[src/rtl/mcycle_ctrl_pkg.sv]
// mcycle_ctrl_pkg
// Shared definitions for the 8085-class machine-cycle sequencer and the
// register/ALU block: bus-enable bit indices, decoded-instruction field
// indices, T-state encodings and sequencer mode encodings.
// Optional feature macro used by the sequencer: MCTRL_WAIT_EN.
package mcycle_ctrl_pkg;

  // ienb bit indices
  localparam int IENB_RRD = 0;
  localparam int IENB_RWR = 1;
  localparam int IENB_COD = 2;
  localparam int IENB_DAT = 3;
  localparam int IENB_PC  = 4;
  localparam int IENB_PD  = 5;

  // chk_i field indices
  localparam int INST_GO6    = 0;
  localparam int INST_HLT    = 2;
  localparam int INST_DIO    = 3;
  localparam int INST_CYC_LO = 4;
  localparam int INST_WR_LO  = 8;
  localparam int INST_DP_LO  = 12;
  localparam int INST_COND   = 16;
  localparam int INFO_CYC_W  = 4;

  // T-state encodings
  localparam logic [2:0] T_NONE = 3'd0;
  localparam logic [2:0] T1     = 3'd1;
  localparam logic [2:0] T2     = 3'd2;
  localparam logic [2:0] T3     = 3'd3;
  localparam logic [2:0] T4     = 3'd4;
  localparam logic [2:0] T5     = 3'd5;
  localparam logic [2:0] T6     = 3'd6;
  localparam logic [2:0] T_W    = 3'd7;

  typedef enum logic [1:0] {
    MODE_IDLE = 2'd0,
    MODE_RUN  = 2'd1,
    MODE_HALT = 2'd2
  } mode_e;

endpackage

[src/rtl/mcycle_ctrl_tstate_cnt.sv]
// tstate_cnt
// T-state counter for the machine-cycle sequencer. Advances T1 -> T2 -> ...
// and wraps to T1 when the current state is the terminal state of its
// M-cycle. With MCTRL_WAIT_EN defined, ready is sampled at the end of T2
// and wait states (TW) are inserted until it is high.
// Ports:
//   clk, rst_  clock, asynchronous active-low reset
//   start      load T1 (leaving idle)
//   clr        force T_NONE (entering halt)
//   adv        advance to tst_nxt this clock
//   term       current T-state is the last one of the M-cycle
//   ready      external bus ready (used only with MCTRL_WAIT_EN)
//   tst        registered T-state
//   tst_nxt    value tst takes on the next advancing clock
module tstate_cnt
  import mcycle_ctrl_pkg::*;
(
  input  logic       clk,
  input  logic       rst_,
  input  logic       start,
  input  logic       clr,
  input  logic       adv,
  input  logic       term,
  input  logic       ready,
  output logic [2:0] tst,
  output logic [2:0] tst_nxt
);

`ifdef MCTRL_WAIT_EN
  always_comb begin
    tst_nxt = tst + 3'd1;
    if (term)
      tst_nxt = T1;
    else if (tst == T2 || tst == T_W)
      tst_nxt = ready ? T3 : T_W;
  end
`else
  logic unused_ready;
  assign unused_ready = ready;

  always_comb begin
    tst_nxt = tst + 3'd1;
    if (term)
      tst_nxt = T1;
  end
`endif

  always_ff @(posedge clk or negedge rst_) begin
    if (!rst_)
      tst <= T_NONE;
    else if (clr)
      tst <= T_NONE;
    else if (start)
      tst <= T1;
    else if (adv)
      tst <= tst_nxt;
  end

endmodule

[src/rtl/mcycle_ctrl.sv]
// mcycle_ctrl
// Machine-cycle / T-state sequencer for the 8085-class core. Walks M1 and
// the extra M2..M5 cycles selected by the decoded instruction, drives the
// datapath bus-enable vector and the external bus strobes.
// Optional feature macro: MCTRL_WAIT_EN (wait-state insertion on ready).
// Ports:
//   clk     core clock
//   rst_    asynchronous active-low reset
//   chk_i   decoded instruction info (valid from M1/T4 to end of instruction)
//   ready   external bus ready
//   ienb    bus enables {PD_, PC_, DAT, COD, RWR, RRD}
//   ale     address latch enable
//   rd_     read strobe, active low
//   wr_     write strobe, active low
//   io_m    I/O cycle
//   halted  core in HALT
//   mcyc    current M-cycle (0 = idle)
//   tst     current T-state (7 = wait)
//
// mode      | meaning
// ----------+-----------------------------------------------
// MODE_IDLE | in/just out of reset, all outputs inactive
// MODE_RUN  | sequencing M-cycles; mcyc/tst give position
// MODE_HALT | HLT executed, outputs inactive until reset
module mcycle_ctrl
  import mcycle_ctrl_pkg::*;
#(
  parameter int INSTSIZE = 17,
  parameter int IENBSIZE = 6,
  parameter int INFO_CYC = 4
) (
  input  logic                clk,
  input  logic                rst_,
  input  logic [INSTSIZE-1:0] chk_i,
  input  logic                ready,
  output logic [IENBSIZE-1:0] ienb,
  output logic                ale,
  output logic                rd_,
  output logic                wr_,
  output logic                io_m,
  output logic                halted,
  output logic [2:0]          mcyc,
  output logic [2:0]          tst
);

  mode_e               mode;
  mode_e               mode_nxt;
  logic [2:0]          mcyc_nxt;
  logic [2:0]          tst_nxt;
  logic                go6;
  logic                hlt;
  logic                dio;
  logic [INFO_CYC-1:0] cyc_mask;
  logic [INFO_CYC-1:0] wr_mask;
  logic [INFO_CYC-1:0] dp_mask;
  logic [INFO_CYC:0]   mask_ext;
  logic [1:0]          cyc_idx;
  logic                in_run;
  logic                in_m1;
  logic                term;
  logic                cyc_end;
  logic                last_cyc;
  logic                halt_go;
  logic                cur_wr;
  logic                cur_pd;
  logic                t2_hold;
  logic                unused_chk;

  assign go6      = chk_i[INST_GO6];
  assign hlt      = chk_i[INST_HLT];
  assign dio      = chk_i[INST_DIO];
  assign cyc_mask = chk_i[INST_CYC_LO +: INFO_CYC];
  assign wr_mask  = chk_i[INST_WR_LO +: INFO_CYC];
  assign dp_mask  = chk_i[INST_DP_LO +: INFO_CYC];
  // condition bit is resolved upstream; bit 1 carries nothing for us
  assign unused_chk = ^{chk_i[INST_COND], chk_i[1]};

  assign in_run = (mode == MODE_RUN);
  assign in_m1  = in_run && (mcyc == 3'd1);

  // M2..M5 map to mask bits 0..3; mcyc 5 wraps to index 3
  assign cyc_idx  = mcyc[1:0] - 2'd2;
  assign cur_wr   = wr_mask[cyc_idx];
  assign cur_pd   = dp_mask[cyc_idx];
  // a zero appended above bit 3 makes M5 always the last cycle
  assign mask_ext = {1'b0, cyc_mask};
  assign last_cyc = !mask_ext[3'(cyc_idx) + 3'd1];

  assign term = in_run && (in_m1 ? ((tst == T4 && !go6) || tst == T6)
                                 : (tst == T3));
  assign cyc_end = in_run && (tst_nxt == T1);

  // TW repeats the T2 strobe pattern
  assign t2_hold = (tst == T2) || (tst == T_W);

  tstate_cnt u_tstate_cnt (
    .clk     (clk),
    .rst_    (rst_),
    .start   (mode == MODE_IDLE),
    .clr     (halt_go),
    .adv     (in_run),
    .term    (term),
    .ready   (ready),
    .tst     (tst),
    .tst_nxt (tst_nxt)
  );

  always_ff @(posedge clk or negedge rst_) begin
    if (!rst_) begin
      mode <= MODE_IDLE;
      mcyc <= 3'd0;
    end else begin
      mode <= mode_nxt;
      mcyc <= mcyc_nxt;
    end
  end

  always_comb begin
    mode_nxt = mode;
    mcyc_nxt = mcyc;
    halt_go  = 1'b0;
    case (mode)
      MODE_IDLE: begin
        mode_nxt = MODE_RUN;
        mcyc_nxt = 3'd1;
      end
      MODE_RUN: begin
        if (in_m1 && tst == T4 && hlt) begin
          mode_nxt = MODE_HALT;
          mcyc_nxt = 3'd0;
          halt_go  = 1'b1;
        end else if (cyc_end) begin
          if (in_m1)
            mcyc_nxt = cyc_mask[0] ? 3'd2 : 3'd1;
          else
            mcyc_nxt = last_cyc ? 3'd1 : mcyc + 3'd1;
        end
      end
      MODE_HALT: begin
        mode_nxt = MODE_HALT;
      end
      default: begin
        mode_nxt = MODE_IDLE;
        mcyc_nxt = 3'd0;
      end
    endcase
  end

  always_comb begin
    ienb   = '0;
    ale    = 1'b0;
    rd_    = 1'b1;
    wr_    = 1'b1;
    io_m   = 1'b0;
    halted = (mode == MODE_HALT);
    if (in_run) begin
      ale = (tst == T1);
      if (in_m1) begin
        rd_ = !(t2_hold || tst == T3);
        if (tst == T3) begin
          ienb[IENB_COD] = 1'b1;
          ienb[IENB_PC]  = 1'b1;
        end
        if (tst == T4 || tst == T6)
          ienb[IENB_RRD] = 1'b1;
        if (tst == T6 || (tst == T4 && cyc_mask == '0 && !go6))
          ienb[IENB_RWR] = 1'b1;
      end else begin
        ienb[IENB_PD] = cur_pd;
        io_m          = last_cyc && dio;
        if (cur_wr) begin
          ienb[IENB_RRD] = 1'b1;
          wr_            = !(t2_hold || tst == T3);
        end else begin
          rd_ = !(t2_hold || tst == T3);
          if (tst == T3) begin
            ienb[IENB_DAT] = 1'b1;
            ienb[IENB_PC]  = !cur_pd;
            ienb[IENB_RWR] = last_cyc;
          end
        end
      end
    end
  end

endmodule

[config.mk]
export PLATFORM = sky130hd
export DESIGN_NAME = mcycle_ctrl
export DESIGN_NICKNAME = d
export VERILOG_FILES = /design/src/rtl/mcycle_ctrl_pkg.sv /design/src/rtl/mcycle_ctrl_tstate_cnt.sv /design/src/rtl/mcycle_ctrl.sv
export SDC_FILE = /design/constraint.sdc
export NUM_CORES = 1
export LEC_CHECK = 0
export BUFFER_PORTS_ARGS = -buffer_cell sky130_fd_sc_hd__buf_2
export CORE_UTILIZATION = 50
export DETAILED_ROUTE_END_ITERATION = 8
export PLACE_DENSITY = 0.8
export SYNTH_ARGS = -nofsm -noshare
export SYNTH_HDL_FRONTEND = slang
export SYNTH_SLANG_ARGS = --single-unit
[constraint.sdc]
create_clock -name clk -period 3.4 [get_ports clk]
set_clock_uncertainty 0.05 [all_clocks]
set_input_delay 0.68 -clock clk [delete_from_list [all_inputs] [get_ports clk]]
set_output_delay 0.68 -clock clk [all_outputs]
set_load 0.1 [all_outputs]
# After elaboration in Yosys (flattened, before gate mapping)

Cells that the tools add are included.

Register bits: 8
Memory bits (read-only): 0
Memories kept: 0
Bits in writable memories: 0
Latch bits: 0

Multiply operators: 0
Eq/ne operators: 12
Multiplexer cells: 44
Bitwise operators: 1
Divide/modulo/power cells: 0
Magnitude comparators: 2
Shifts and indexed selects: 0
Reduce and logical (&&, ||, !) cells: 22
Add/subtract/negate cells: 4

Operators with widths:

| cell                                                  | number |
|---|---|
| 2-to-1 mux 1 bit                                      | 25 |
| 2-to-1 mux 3 bit                                      | 8 |
| 2-to-1 mux 2 bit                                      | 5 |
| == test 3 x 1 -> 1 bit, second input constant         | 3 |
| == test 3 bit, second input constant                  | 3 |
| logical AND 1 bit                                     | 9 |
| case mux 3 bit (3 select lines)                       | 1 |
| adder 3 x 1 -> 3 bit, second input constant           | 2 |
| == test 3 x 2 -> 1 bit, second input constant         | 2 |
| 2-to-1 mux 6 bit                                      | 1 |
| case mux 2 bit (3 select lines)                       | 1 |
| logical OR 1 bit                                      | 5 |
| binary-select mux 1 bit (select 2 bit)                | 2 |
| zero test 1 bit                                       | 4 |
| zero test 4 bit                                       | 1 |
| < comparator 3 x 4 -> 1 bit, second input constant    | 1 |
| adder 2 x 1 -> 3 bit, second input constant           | 1 |
| binary-select mux 1 bit (select 3 bit)                | 1 |
| < comparator 2 x 3 -> 1 bit, second input constant    | 1 |
| inequality test 3 x 1 -> 1 bit, second input constant | 1 |
| nonzero test 3 bit                                    | 1 |
| == test 2 x 1 -> 1 bit, second input constant         | 1 |
| == test 2 bit, second input constant                  | 1 |
| zero test 2 bit                                       | 1 |
| 4 further kinds                                       | 4 |

# Logic depth before layout (Yosys ltp)

Depth after elaboration: 11
Depth in mapped cells: 8

# Modules after synthesis

Synthesis repeated with hierarchy kept, for this count alone.

Cell total of the unflattened synthesis: 96
Area total of the unflattened synthesis: 858.3 sq um

Modules (own cells, without submodules):

| module      | sequential area each (sq um) | area an instance (sq um) | cells an instance | times used |
|---|---|---|---|---|
| mcycle_ctrl | 125.1                        | 661.9                    | 77                | 1 |
| tstate_cnt  | 75.1                         | 196.4                    | 19                | 1 |

# Worst setup path before layout

Ideal clock, no wire load.

Path kind: flip-flop to output port
From: register mcyc[0]
To: output ienb[3]
Arrival time: 3,743 ps
Stages on the path, launching flop included: 3
Required time: 2,670 ps
Path slack: -1,073 ps
Cell sequence: dfrtp_1 mux4_2 nor3_1

Longest elaborated chain between the ends: 6
Elaborated cells between the ends (all ways): 8
Those cells by class: 1 x add/sub; 1 x eq/ne; 5 x mux; 1 x reduce/logical

Ends and longest elaborated chain:

| item                                   | RTL line           | RTL |
|---|---|---|
| start: declaration                     | mcycle_ctrl.sv:42  | `output logic [2:0] mcyc,` |
| start signal: assignment               | mcycle_ctrl.sv:114 | `mcyc <= mcyc_nxt;` |
| subtractor 2 bit                       | mcycle_ctrl.sv:82  | `assign cyc_idx = mcyc[1:0] - 2'd2;` |
| binary-select mux 1 bit (select 2 bit) | mcycle_ctrl.sv:83  | `assign cur_wr = wr_mask[cyc_idx];` |
| 2-to-1 mux 1 bit (implied by the code) | mcycle_ctrl.sv:83  |  |
| 2-to-1 mux 2 bit                       | mcycle_ctrl.sv:171 | `if (cur_wr) begin` |
| 2-to-1 mux 1 bit *                     | mcycle_ctrl.sv:158 | `if (in_m1) begin` |
| 2-to-1 mux 6 bit *                     | mcycle_ctrl.sv:156 | `if (in_run) begin` |
| end: declaration                       | mcycle_ctrl.sv:36  | `output logic [IENBSIZE-1:0] ienb,` |

Every way passes the cells marked *; elsewhere a longest branch is shown, timed or not. The select of a mux whose other input is x is not followed.

# Worst setup path in the final report

From: register mcyc[0]
To: output io_m

Longest elaborated chain between the ends: 8
Elaborated cells between the ends (all ways): 10
Those cells by class: 2 x add/sub; 1 x eq/ne; 4 x mux; 3 x reduce/logical

Ends and longest elaborated chain:

| item                                   | RTL line           | RTL |
|---|---|---|
| subtractor 2 bit                       | mcycle_ctrl.sv:82  |  |
| adder 2 x 1 -> 3 bit                   | mcycle_ctrl.sv:87  | `assign last_cyc = !mask_ext[3'(cyc_idx) + 3'd1];` |
| binary-select mux 1 bit (select 3 bit) | mcycle_ctrl.sv:87  |  |
| 2-to-1 mux 1 bit (implied by the code) | mcycle_ctrl.sv:87  |  |
| zero test 1 bit                        | mcycle_ctrl.sv:87  |  |
| logical AND 1 bit                      | mcycle_ctrl.sv:170 | `io_m = last_cyc && dio;` |
| 2-to-1 mux 1 bit *                     | mcycle_ctrl.sv:158 |  |
| 2-to-1 mux 1 bit *                     | mcycle_ctrl.sv:156 |  |
| end: declaration                       | mcycle_ctrl.sv:40  | `output logic io_m,` |

Marks and branches as above.

==> run metrics <==
RSZ-0062 raised after global routing=no; Cell Rows=14; initial antenna violation count=0; main combinational cell family by area after synthesis=simple AND/OR/NAND/NOR gates; core footprint=1540 µm²; Top-Level Pins=37; Port Buffer Count=33; mapped cell area=843 µm²; First-pass DRT Iterations=4; mux share of post-synthesis cell area=0.111; clock-pin slew on the worst setup and hold paths=0.05 ns; commonest non-fill, non-tap cell in the layout=buf_2; Routed WL per cell=13.9 µm; die height=43.1 µm; Mapped Cells=100; vias in the first global route=823; worst-case hold slack=0.215 ns; Synth Area in Compound Gates=0.169; DRC=0; fillcell total=145; final hold viol count=0; global-route wire length before repair=3490 µm; Syn Nets=130; Synth Flop Type=dfrtp_1; # setup viols final=0; Vias/cell=5.97; synthesized area per cell=8.43 µm²; CTS buffer count=3; fin area=1060 µm²; largest net degree at the start of global routing=16; GP Congestion=0.833; WS Path Type=reg -> out; min Tclk post-route=3.17 ns; Worst Path Max Fanout=8; Initial Util=0.547; maxcap violations=0; DR vias=896; die area=1860 µm²; sequential area share after synthesis=0.237; area delta synth->final=25.7%; Worst Setup Start Kind=register; fin nets=166; post-synthesis simple-gate area fraction=0.272; GR Overflow Total=0; Async SR Flop Fraction=1.00; DRT Wirelength=2080 µm; Tightest Pin Transition=0.486 ns; most frequent cells in the layout=buf_2, inv_1, nand2_1, ha_1, dfrtp_1; Post-synth EDFFs=0; Max Slew Vio Count=0; clk sinks=8; number of synthesized register bits=8; Synth Area in Adders=0.148; library cells used by synthesis=35; Synth warnings=0; CTS Hold Bufs=0; total global-route track usage=0.246; outcome=complete, no violations; Crit path arrival time=2.44 ns; XOR/XNOR share of the synthesized area=0; Post-CTS Resized=0; CTS tree=yes; maximum buffer depth of the clock tree=2; Clk Tree Root Cell=clkbuf_4; Achievable Freq=0.316 GHz; Slew Limit Headroom=0.678; number of diodes=0; worst hold path type=in -> async; layout cells sized above 1=0.381; DP HPWL=1680 µm; die span in x=43.1 µm; Final ANT Viol Nets=0; DP Area=1040 µm²; clock latency at the later pin of the worst-skew pair=0.25 ns; setup repair bufs after CTS=0; Starting DRT DRC Count=18; critical path data required time=2.67 ns; Worst setup EP type=primary output; final period utilization=0.931; H-tree level count=1; Reg2Reg Depth=6
==> routing by layer <==
layer,share of wire,track usage,vias up
met5,0,0,-
met4,0.014,0.0970,0
met3,0.043,0.0298,4
met2,0.52,0.424,32
li1,-,-,429
met1,0.42,0.309,431
==> metrics by stage <==
stage | std cells | TNS [ns] | util | worst slack [ns]
after global routing | 150 | 0 | 0.688 | 0.0839
after global placement | 147 | 0 | 0.673 | 0.509
final | 150 | 0 | 0.688 | 0.235
after CTS | 150 | 0 | 0.688 | 0.220
after floorplan | 100 | -0.218 | - | -0.218
after detailed placement | 147 | 0 | 0.673 | 0.499
==> worst max-delay path, stage by stage (launching register included) <==
cell	delay [ns]
dfrtp_1	0.47
ha_1	0.38
mux2_2	0.36
a22oi_1	0.30
and4_2	0.26
buf_2	0.42
==> area by class of cell <==
| class | instances | area, µm² | share of cell area |
|---|---|---|---|
| multi-input cells | 80 | 614 | 0.580 |
| flip-flops and latches | 8 | 200 | 0.189 |
| repair buffers | 33 | 165 | 0.156 |
| inverters | 10 | 37.5 | 0.0354 |
| clock buffers | 3 | 22.5 | 0.0213 |
| well taps | 16 | 20.0 | 0.0189 |
==> sequential cells by signal (all words and copies together), names as in the netlist <==
| name | count |
|---|---|
| mode | 2 |
| u_tstate_cnt.tst | 3 |
| mcyc | 3 |
==> synth_stat cells (2+ instances only) <==
| cell | instances | area (µm²) |
|---|---|---|
| nand3_1 | 2 | 10.0 |
| o21ai_0 | 5 | 25.0 |
| nand3b_1 | 2 | 15.0 |
| nor3_1 | 4 | 20.0 |
| a21oi_1 | 8 | 40.0 |
| nor2_1 | 9 | 33.8 |
| mux2_2 | 3 | 33.8 |
| mux4_2 | 2 | 45.0 |
| dfrtp_1 | 8 | 200 |
| nor2b_1 | 2 | 12.5 |
| o211ai_1 | 2 | 15.0 |
| inv_1 | 10 | 37.5 |
| ha_1 | 10 | 125 |
| nand2_1 | 10 | 37.5 |
| and3_1 | 3 | 18.8 |
==> worst paths after layout <==
kind                                     start                               to  slack [ns]
setup / recovery           mcyc[0]$_DFFE_PN0P_                             io_m        0.23
hold / removal                            rst_              mcyc[2]$_DFFE_PN0P_        0.22
setup reg to reg           mode[1]$_DFFE_PN0P_              mcyc[1]$_DFFE_PN0P_        1.13
hold reg to reg            mode[1]$_DFFE_PN0P_              mode[1]$_DFFE_PN0P_        0.55
max in group asynchronous                 rst_  u_tstate_cnt.tst[0]$_DFFE_PN0P_        2.91
min in group clk           mode[1]$_DFFE_PN0P_              mode[1]$_DFFE_PN0P_        0.55
==> kinds of logic after synthesis <==
kind of cell | Yosys count
adder cells (fa/ha/maj) | 10
AO/OA/AOI/OAI | 22
multiplexers | 6
flip-flops | 8
AND/OR/NAND/NOR | 42
buffers and inverters | 12
Power is not shown: default switching activity piles up to over one toggle a cycle in this logic, so the estimate is an artifact.
